===== src/rtl/avg_pkg.sv =====
// Shared definitions for the sliding-window averager: FSM states, sum width
// derivation and rounding-mode selectors.
package avg_pkg;

  typedef enum logic {
    ST_FILL = 1'b0,
    ST_RUN  = 1'b1
  } state_t;

  localparam int unsigned RND_TRUNC   = 0;
  localparam int unsigned RND_HALF_UP = 1;

  // A window of 2^log2_depth samples of data_w bits never exceeds this width.
  function automatic int unsigned sum_width(input int unsigned data_w,
                                            input int unsigned log2_depth);
    return data_w + log2_depth;
  endfunction

endpackage


===== src/rtl/sliding_window_average_if.sv =====
// Stream bundle for the sliding-window averager.
//   master: drives data_in / in_valid / clear, observes mean, mean_valid, sum, primed
//   slave : the averager itself
interface sliding_window_average_if
  import avg_pkg::*;
#(
  parameter int unsigned DATA_W     = 8,
  parameter int unsigned LOG2_DEPTH = 3
);
  localparam int unsigned SUM_W = sum_width(DATA_W, LOG2_DEPTH);

  logic [DATA_W-1:0] data_in;
  logic              in_valid;
  logic              clear;
  logic [DATA_W-1:0] mean;
  logic              mean_valid;
  logic [SUM_W-1:0]  sum;
  logic              primed;

  modport master (
    output data_in, in_valid, clear,
    input  mean, mean_valid, sum, primed
  );

  modport slave (
    input  data_in, in_valid, clear,
    output mean, mean_valid, sum, primed
  );

endinterface


===== src/rtl/avg_window_buf.sv =====
// Circular sample store: one write port and a combinational read at the same
// address, so the oldest sample is visible before it is overwritten.
//   clk   : clock
//   we    : write enable
//   addr  : shared read/write address
//   wdata : sample to store
//   rdata : current contents at addr (pre-write value)
module avg_window_buf #(
  parameter int unsigned DATA_W     = 8,
  parameter int unsigned LOG2_DEPTH = 3
) (
  input  logic                  clk,
  input  logic                  we,
  input  logic [LOG2_DEPTH-1:0] addr,
  input  logic [DATA_W-1:0]     wdata,
  output logic [DATA_W-1:0]     rdata
);
  localparam int unsigned DEPTH = 32'(1) << LOG2_DEPTH;

  logic [DATA_W-1:0] mem [DEPTH];

  // Contents deliberately not reset; stale entries are never read while filling.
  always_ff @(posedge clk) begin
    if (we) mem[addr] <= wdata;
  end

  assign rdata = mem[addr];

endmodule


===== src/rtl/sliding_window_average.sv =====
// Streaming moving average over the last 2^LOG2_DEPTH samples.
//   clk  : clock
//   rst  : synchronous active-low reset
//   bus  : slave side of sliding_window_average_if
//          (data_in, in_valid, clear in; mean, mean_valid, sum, primed out)
module sliding_window_average
  import avg_pkg::*;
#(
  parameter int unsigned DATA_W     = 8,
  parameter int unsigned LOG2_DEPTH = 3,
  parameter int unsigned ROUND      = RND_TRUNC
) (
  input  logic                     clk,
  input  logic                     rst,
  sliding_window_average_if.slave  bus
);
  localparam int unsigned DEPTH  = 32'(1) << LOG2_DEPTH;
  localparam int unsigned HALF   = DEPTH >> 1;
  localparam int unsigned SUM_W  = sum_width(DATA_W, LOG2_DEPTH);
  localparam int unsigned CNT_W  = LOG2_DEPTH + 1;
  localparam int unsigned MEAN_W = DATA_W + 1;

  state_t                state_q, state_d;
  logic [LOG2_DEPTH-1:0] wr_ptr_q, wr_ptr_d;
  logic [CNT_W-1:0]      count_q, count_d;
  logic [SUM_W-1:0]      sum_q, sum_d;
  logic [DATA_W-1:0]     mean_q, mean_d;
  logic                  mean_valid_q, mean_valid_d;
  logic                  primed_q, primed_d;

  logic                  accept_c;
  logic [DATA_W-1:0]     oldest_c;
  logic [SUM_W-1:0]      new_sum_c;
  logic [SUM_W:0]        rounded_c;
  logic [MEAN_W-1:0]     mean_wide_c;
  logic [DATA_W-1:0]     mean_sat_c;

  assign accept_c = rst && bus.in_valid && !bus.clear;

  avg_window_buf #(
    .DATA_W     (DATA_W),
    .LOG2_DEPTH (LOG2_DEPTH)
  ) u_buf (
    .clk   (clk),
    .we    (accept_c),
    .addr  (wr_ptr_q),
    .wdata (bus.data_in),
    .rdata (oldest_c)
  );

  // Mean datapath: oldest sample only leaves the sum once the window is full.
  always_comb begin
    new_sum_c = sum_q + SUM_W'(bus.data_in)
              - ((state_q == ST_RUN) ? SUM_W'(oldest_c) : SUM_W'(0));
    rounded_c = (SUM_W+1)'(new_sum_c) + (SUM_W+1)'(HALF);
    if (ROUND == RND_HALF_UP) mean_wide_c = MEAN_W'(rounded_c >> LOG2_DEPTH);
    else                      mean_wide_c = MEAN_W'(new_sum_c >> LOG2_DEPTH);
    mean_sat_c = mean_wide_c[MEAN_W-1] ? {DATA_W{1'b1}} : mean_wide_c[DATA_W-1:0];
  end

  // Next-state and output logic.
  always_comb begin
    state_d      = state_q;
    wr_ptr_d     = wr_ptr_q;
    count_d      = count_q;
    sum_d        = sum_q;
    mean_d       = mean_q;
    mean_valid_d = 1'b0;
    primed_d     = primed_q;

    if (bus.clear) begin
      state_d  = ST_FILL;
      wr_ptr_d = '0;
      count_d  = '0;
      sum_d    = '0;
      mean_d   = '0;
      primed_d = 1'b0;
    end else if (accept_c) begin
      wr_ptr_d = wr_ptr_q + LOG2_DEPTH'(1);
      sum_d    = new_sum_c;
      mean_d   = mean_sat_c;
      case (state_q)
        ST_FILL: begin
          count_d = count_q + CNT_W'(1);
          if (count_q == CNT_W'(DEPTH - 1)) begin
            state_d      = ST_RUN;
            primed_d     = 1'b1;
            mean_valid_d = 1'b1;
          end
        end
        ST_RUN: mean_valid_d = 1'b1;
        default: state_d = ST_FILL;
      endcase
    end
  end

  always_ff @(posedge clk) begin
    if (!rst) begin
      state_q      <= ST_FILL;
      wr_ptr_q     <= '0;
      count_q      <= '0;
      sum_q        <= '0;
      mean_q       <= '0;
      mean_valid_q <= 1'b0;
      primed_q     <= 1'b0;
    end else begin
      state_q      <= state_d;
      wr_ptr_q     <= wr_ptr_d;
      count_q      <= count_d;
      sum_q        <= sum_d;
      mean_q       <= mean_d;
      mean_valid_q <= mean_valid_d;
      primed_q     <= primed_d;
    end
  end

  assign bus.mean       = mean_q;
  assign bus.mean_valid = mean_valid_q;
  assign bus.sum        = sum_q;
  assign bus.primed     = primed_q;

endmodule

===== src/flat_wrapper.sv =====
// flat-port wrapper written by rule: the top's interface ports become plain ports
module sliding_window_average_flat import avg_pkg::*;
#(
  parameter int unsigned DATA_W     = 8,
  parameter int unsigned LOG2_DEPTH = 3,
  parameter int unsigned ROUND      = RND_TRUNC
)
  (clk, rst, bus_data_in, bus_in_valid, bus_clear, bus_mean, bus_mean_valid, bus_sum, bus_primed);
  sliding_window_average_if #(.DATA_W(DATA_W), .LOG2_DEPTH(LOG2_DEPTH)) bus_i ();
  input  logic clk;
  input  logic rst;
  input wire logic [$bits(bus_i.data_in)-1:0] bus_data_in;
  input wire logic [$bits(bus_i.in_valid)-1:0] bus_in_valid;
  input wire logic [$bits(bus_i.clear)-1:0] bus_clear;
  output wire logic [$bits(bus_i.mean)-1:0] bus_mean;
  output wire logic [$bits(bus_i.mean_valid)-1:0] bus_mean_valid;
  output wire logic [$bits(bus_i.sum)-1:0] bus_sum;
  output wire logic [$bits(bus_i.primed)-1:0] bus_primed;
  assign bus_i.data_in = bus_data_in;
  assign bus_i.in_valid = bus_in_valid;
  assign bus_i.clear = bus_clear;
  assign bus_mean = bus_i.mean;
  assign bus_mean_valid = bus_i.mean_valid;
  assign bus_sum = bus_i.sum;
  assign bus_primed = bus_i.primed;
  sliding_window_average #(.DATA_W(DATA_W), .LOG2_DEPTH(LOG2_DEPTH), .ROUND(ROUND)) u_core (.clk(clk), .rst(rst), .bus(bus_i));
endmodule

===== config.mk =====
export PLATFORM = sky130hd
export DESIGN_NAME = sliding_window_average_flat
export DESIGN_NICKNAME = d
export VERILOG_FILES = /design/src/rtl/avg_pkg.sv /design/src/rtl/sliding_window_average_if.sv /design/src/rtl/avg_window_buf.sv /design/src/rtl/sliding_window_average.sv /design/src/flat_wrapper.sv
export SDC_FILE = /design/constraint.sdc
export NUM_CORES = 1
export LEC_CHECK = 0
export ABC_CLOCK_PERIOD_IN_PS = 4350
export CAP_MARGIN = 10
export CELL_PAD_IN_SITES_DETAIL_PLACEMENT = 1
export CELL_PAD_IN_SITES_GLOBAL_PLACEMENT = 2
export CORE_MARGIN = 10
export CORE_UTILIZATION = 41
export DETAILED_ROUTE_END_ITERATION = 16
export PLACE_DENSITY_LB_ADDON = 0.1
export SKIP_CTS_REPAIR_TIMING = 1
export SLEW_MARGIN = 20
export SYNTH_ARGS = -nofsm -noshare
export SYNTH_HDL_FRONTEND = slang
export SYNTH_HIERARCHICAL = 1
export SYNTH_SLANG_ARGS = --single-unit
export TNS_END_PERCENT = 1

===== constraint.sdc =====
create_clock -name clk -period 4.35 [get_ports clk]
set_input_delay 0.87 -clock clk [delete_from_list [all_inputs] [get_ports clk]]
set_output_delay 0.87 -clock clk [all_outputs]
set_load 0.005 [all_outputs]

==> reports/metrics.yaml, run 1 <==
worst_setup_path:
  worst-path-max-fanout: 15
  worstPathRequired_ps: 4580
  end_kind: "flop"
  cp-start-kind: "flop"
  worstPathArrival_ps: 3990
  criticalPathCategory: "reg2reg"
logic_synthesis:
  syn-instance-count: 321
  ys_warn_count: 6
  synth-seq-cells: 85
  syn_avg_cell_area_um2: 13.1
  synth-seq-area-share_pct: 55.5
  synth-main-ff-cell: "edfxtp_1"
  synth_area_um2: 4220
  yosysUniqueCellTypes: 57
  syn_nets: 354
  async_reset_ff_share_pct: 0
  synth_edf_count: 64
timing:
  final.setup_skew_ps: 12.8
  hold_viol: 0
  max_slew.worst_pin.slew_ps: 940
  drv_slew: 0
  slew_headroom_pct: 37.1
  tns_ps: 0
  period_share_pct: 86.5
  min_period_ps: 3760
  setup_viol: 0
  timing.fmax_ghz: 0.266
  rsz0062_at_grt: "false"
power:
  p_per_area_nw_per_um2: 351
  finalPower_mw: 1.69
  power.leakage_nw: 1.77
  peakVddDrop_mv: 0.198
layout:
  drive_above_1_share_pct: 12.3
  fin_nets: 386
  final_core_util_pct: 48.6
  num_antenna_cells: 0
  syn_to_final_growth_pct: 14.2
global_routing:
  track_usage_pct: 13.0
  grt_pass1_vias: 2697
  grt_pass1_wl_um: 14900
  antenna_found_initial: 0
  grt_max_degree: 21
  gr-total-overflow: 0
routing:
  wl_per_cell_um: 18.1
  drc: 0
  drt-initial-drc-count: 106
  wirelength_um: 8890
  postRouteAntennaNets: 0
  vias: 2539
  drt_pass1_iterations: 4
  vias_per_cell: 5.17
run:
  max_cap_violations: 0
clock_tree:
  numCtsBuffers: 9
  root_buffer: "clkbuf_8"
  cts_sinks: 85
  insertion_delay_ps: 350
  cts_buffer_depth: 2
  clkTransAtPathRegs_ps: 90
  cts_tree: "built"
  h-tree-depth: 3
place:
  finalWeightedCongestion: 0.790
  dp_hpwl_um: 6570
  io_buffers: 32
floorplanning:
  die-area_um2: 14700
  die_width_um: 121
  placementRows: 36
  die_h_um: 121
  core_area_um2: 9910
  initial_core_util_pct: 42.6
  pin_count: 33
min_path:
  hp-class: "reg2reg"
run_status:
  status: "finished clean"
## per-stage QoR
step | cell area [um2] | std cells | hold slack (ps) | setup WS (ps)
2_1_floorplan | 4220 | 321 | 453 | 886
6_report | 4820 | 491 | 478 | 586
3_5_place_dp | 4630 | 475 | 462 | 546
3_3_place_gp | 4630 | 475 | 456 | 571
5_1_grt | 4820 | 491 | 509 | 361
4_1_cts | 4820 | 491 | 486 | 578
## registers in the layout, summed over array words and instances (netlist names)
| name | count |
|---|---|
| u_core/bus.primed | 1 |
| u_core/count_q | 4 |
| u_core/wr_ptr_q | 3 |
| u_core/state_q | 1 |
| u_core/bus.sum | 11 |
| u_core/u_buf/mem | 64 |
| u_core/bus.mean_valid | 1 |
## per-layer routing
metal	global-route usage (%)	vias to the layer above	share of wire (%)
li1	-	1215	-
met1	16.8	1256	47
met2	20.6	60	47
met3	3.21	8	4.9
met4	4.62	0	1.1
met5	0	-	0
## layout make-up
type | count | area [um2]
well taps | 133 | 166
multi-input cells | 179 | 1590
clock buffers | 10 | 128
flip-flops and latches | 85 | 2340
inverters | 37 | 139
repair buffers | 41 | 388
clock inverters | 6 | 61.3
fillers | 1046 | 5090
## final timing paths
check | start | end | slack (ps) | cells past startpoint
setup / recovery | u_core/wr_ptr_q[2]$_SDFFE_PP0P_ | u_core/bus.sum[8]$_SDFFE_PP0P_ | 590 | 11
hold / removal | u_core/bus.primed$_SDFFE_PP0P_ | u_core/bus.primed$_SDFFE_PP0P_ | 480 | 2
setup reg to reg | u_core/wr_ptr_q[2]$_SDFFE_PP0P_ | u_core/bus.sum[8]$_SDFFE_PP0P_ | 590 | 11
hold reg to reg | u_core/bus.primed$_SDFFE_PP0P_ | u_core/bus.primed$_SDFFE_PP0P_ | 480 | 2
## cells in the mapped netlist, types with 2 or more instances
library cell   n  area share, %
edfxtp_1      64             46
inv_1         37            3.3
nor2_1        23            2.0
dfxtp_1       21             10
nand2_1       14            1.2
a21oi_1       13            1.5
ha_1          13            3.9
mux2i_1       10            2.4
and2_1         8            1.2
buf_4          8            1.4
fa_1           8            3.8
mux4_2         8            4.3
mux2_4         6            2.1
buf_2          5           0.59
xnor2_1        5            1.0
a211oi_1       4           0.71
mux4_1         4            2.5
nand3_1        4           0.47
nand4_1        4           0.59
o21ai_0        4           0.47
xor2_1         4           0.83
clkbuf_1       3           0.27
nand2b_1       3           0.45
nor3_1         3           0.36
a21o_1         2           0.36
and3b_1        2           0.42
and4_1         2           0.42
buf_6          2           0.53
mux2_2         2           0.53
nand3b_1       2           0.36
nor4_1         2           0.30
o211a_1        2           0.47
o211ai_1       2           0.36
o21a_1         2           0.36
o22ai_1        2           0.30
or3_1          2           0.30
## cell families after synthesis
group / after synthesis / synth area share [%]
adder cells (fa/ha/maj): 21 / 7.66
buffers and inverters: 57 / 6.68
AO/OA/AOI/OAI: 43 / 6.97
flip-flops: 85 / 55.5
XOR/XNOR: 9 / 1.87
AND/OR/NAND/NOR: 75 / 9.20
multiplexers: 31 / 12.1
## power by group
group / internal, mW / total (mW) / switching (mW)
sequential: 0.882 / 0.893 / 0.0110
combinational: 0.118 / 0.250 / 0.132
clock: 0.265 / 0.547 / 0.282
## critical path: stages, from the launching register on
cell,delay (ps)
dfxtp_1,810
mux4_1,420
mux2_4,280
and2_1,170
fa_1,470
inv_1,70
fa_1,470
a21oi_2,230
o21ai_2,100
a21boi_0,290
mux2i_1,230
o31ai_1,80
## cell usage in the layout (no fill, tap or decap), types with 5 or more instances in the layout
master / Yosys / routed
ha_1: 13 / 13
a21oi_1: 13 / 13
dfxtp_1: 21 / 21
mux2i_1: 10 / 10
clkdlybuf4s50_1: 0 / 32
xnor2_1: 5 / 5
inv_1: 37 / 37
edfxtp_1: 64 / 64
nor2_1: 23 / 23
buf_4: 8 / 9
mux4_2: 8 / 8
and2_1: 8 / 8
mux2_4: 6 / 6
fa_1: 8 / 8
clkbuf_8: 0 / 9
nand2_1: 14 / 14
Note: power is estimated with default switching activity, not from simulation.
==> run 2, diff against run 1 <==
HOLD_SLACK_MARGIN = 0.15   (was not set)
SLEW_MARGIN = not set   (was 20)
==> results of run 2 <==
Same layout as run 1: the final DEF is identical, and so are final timing and power.
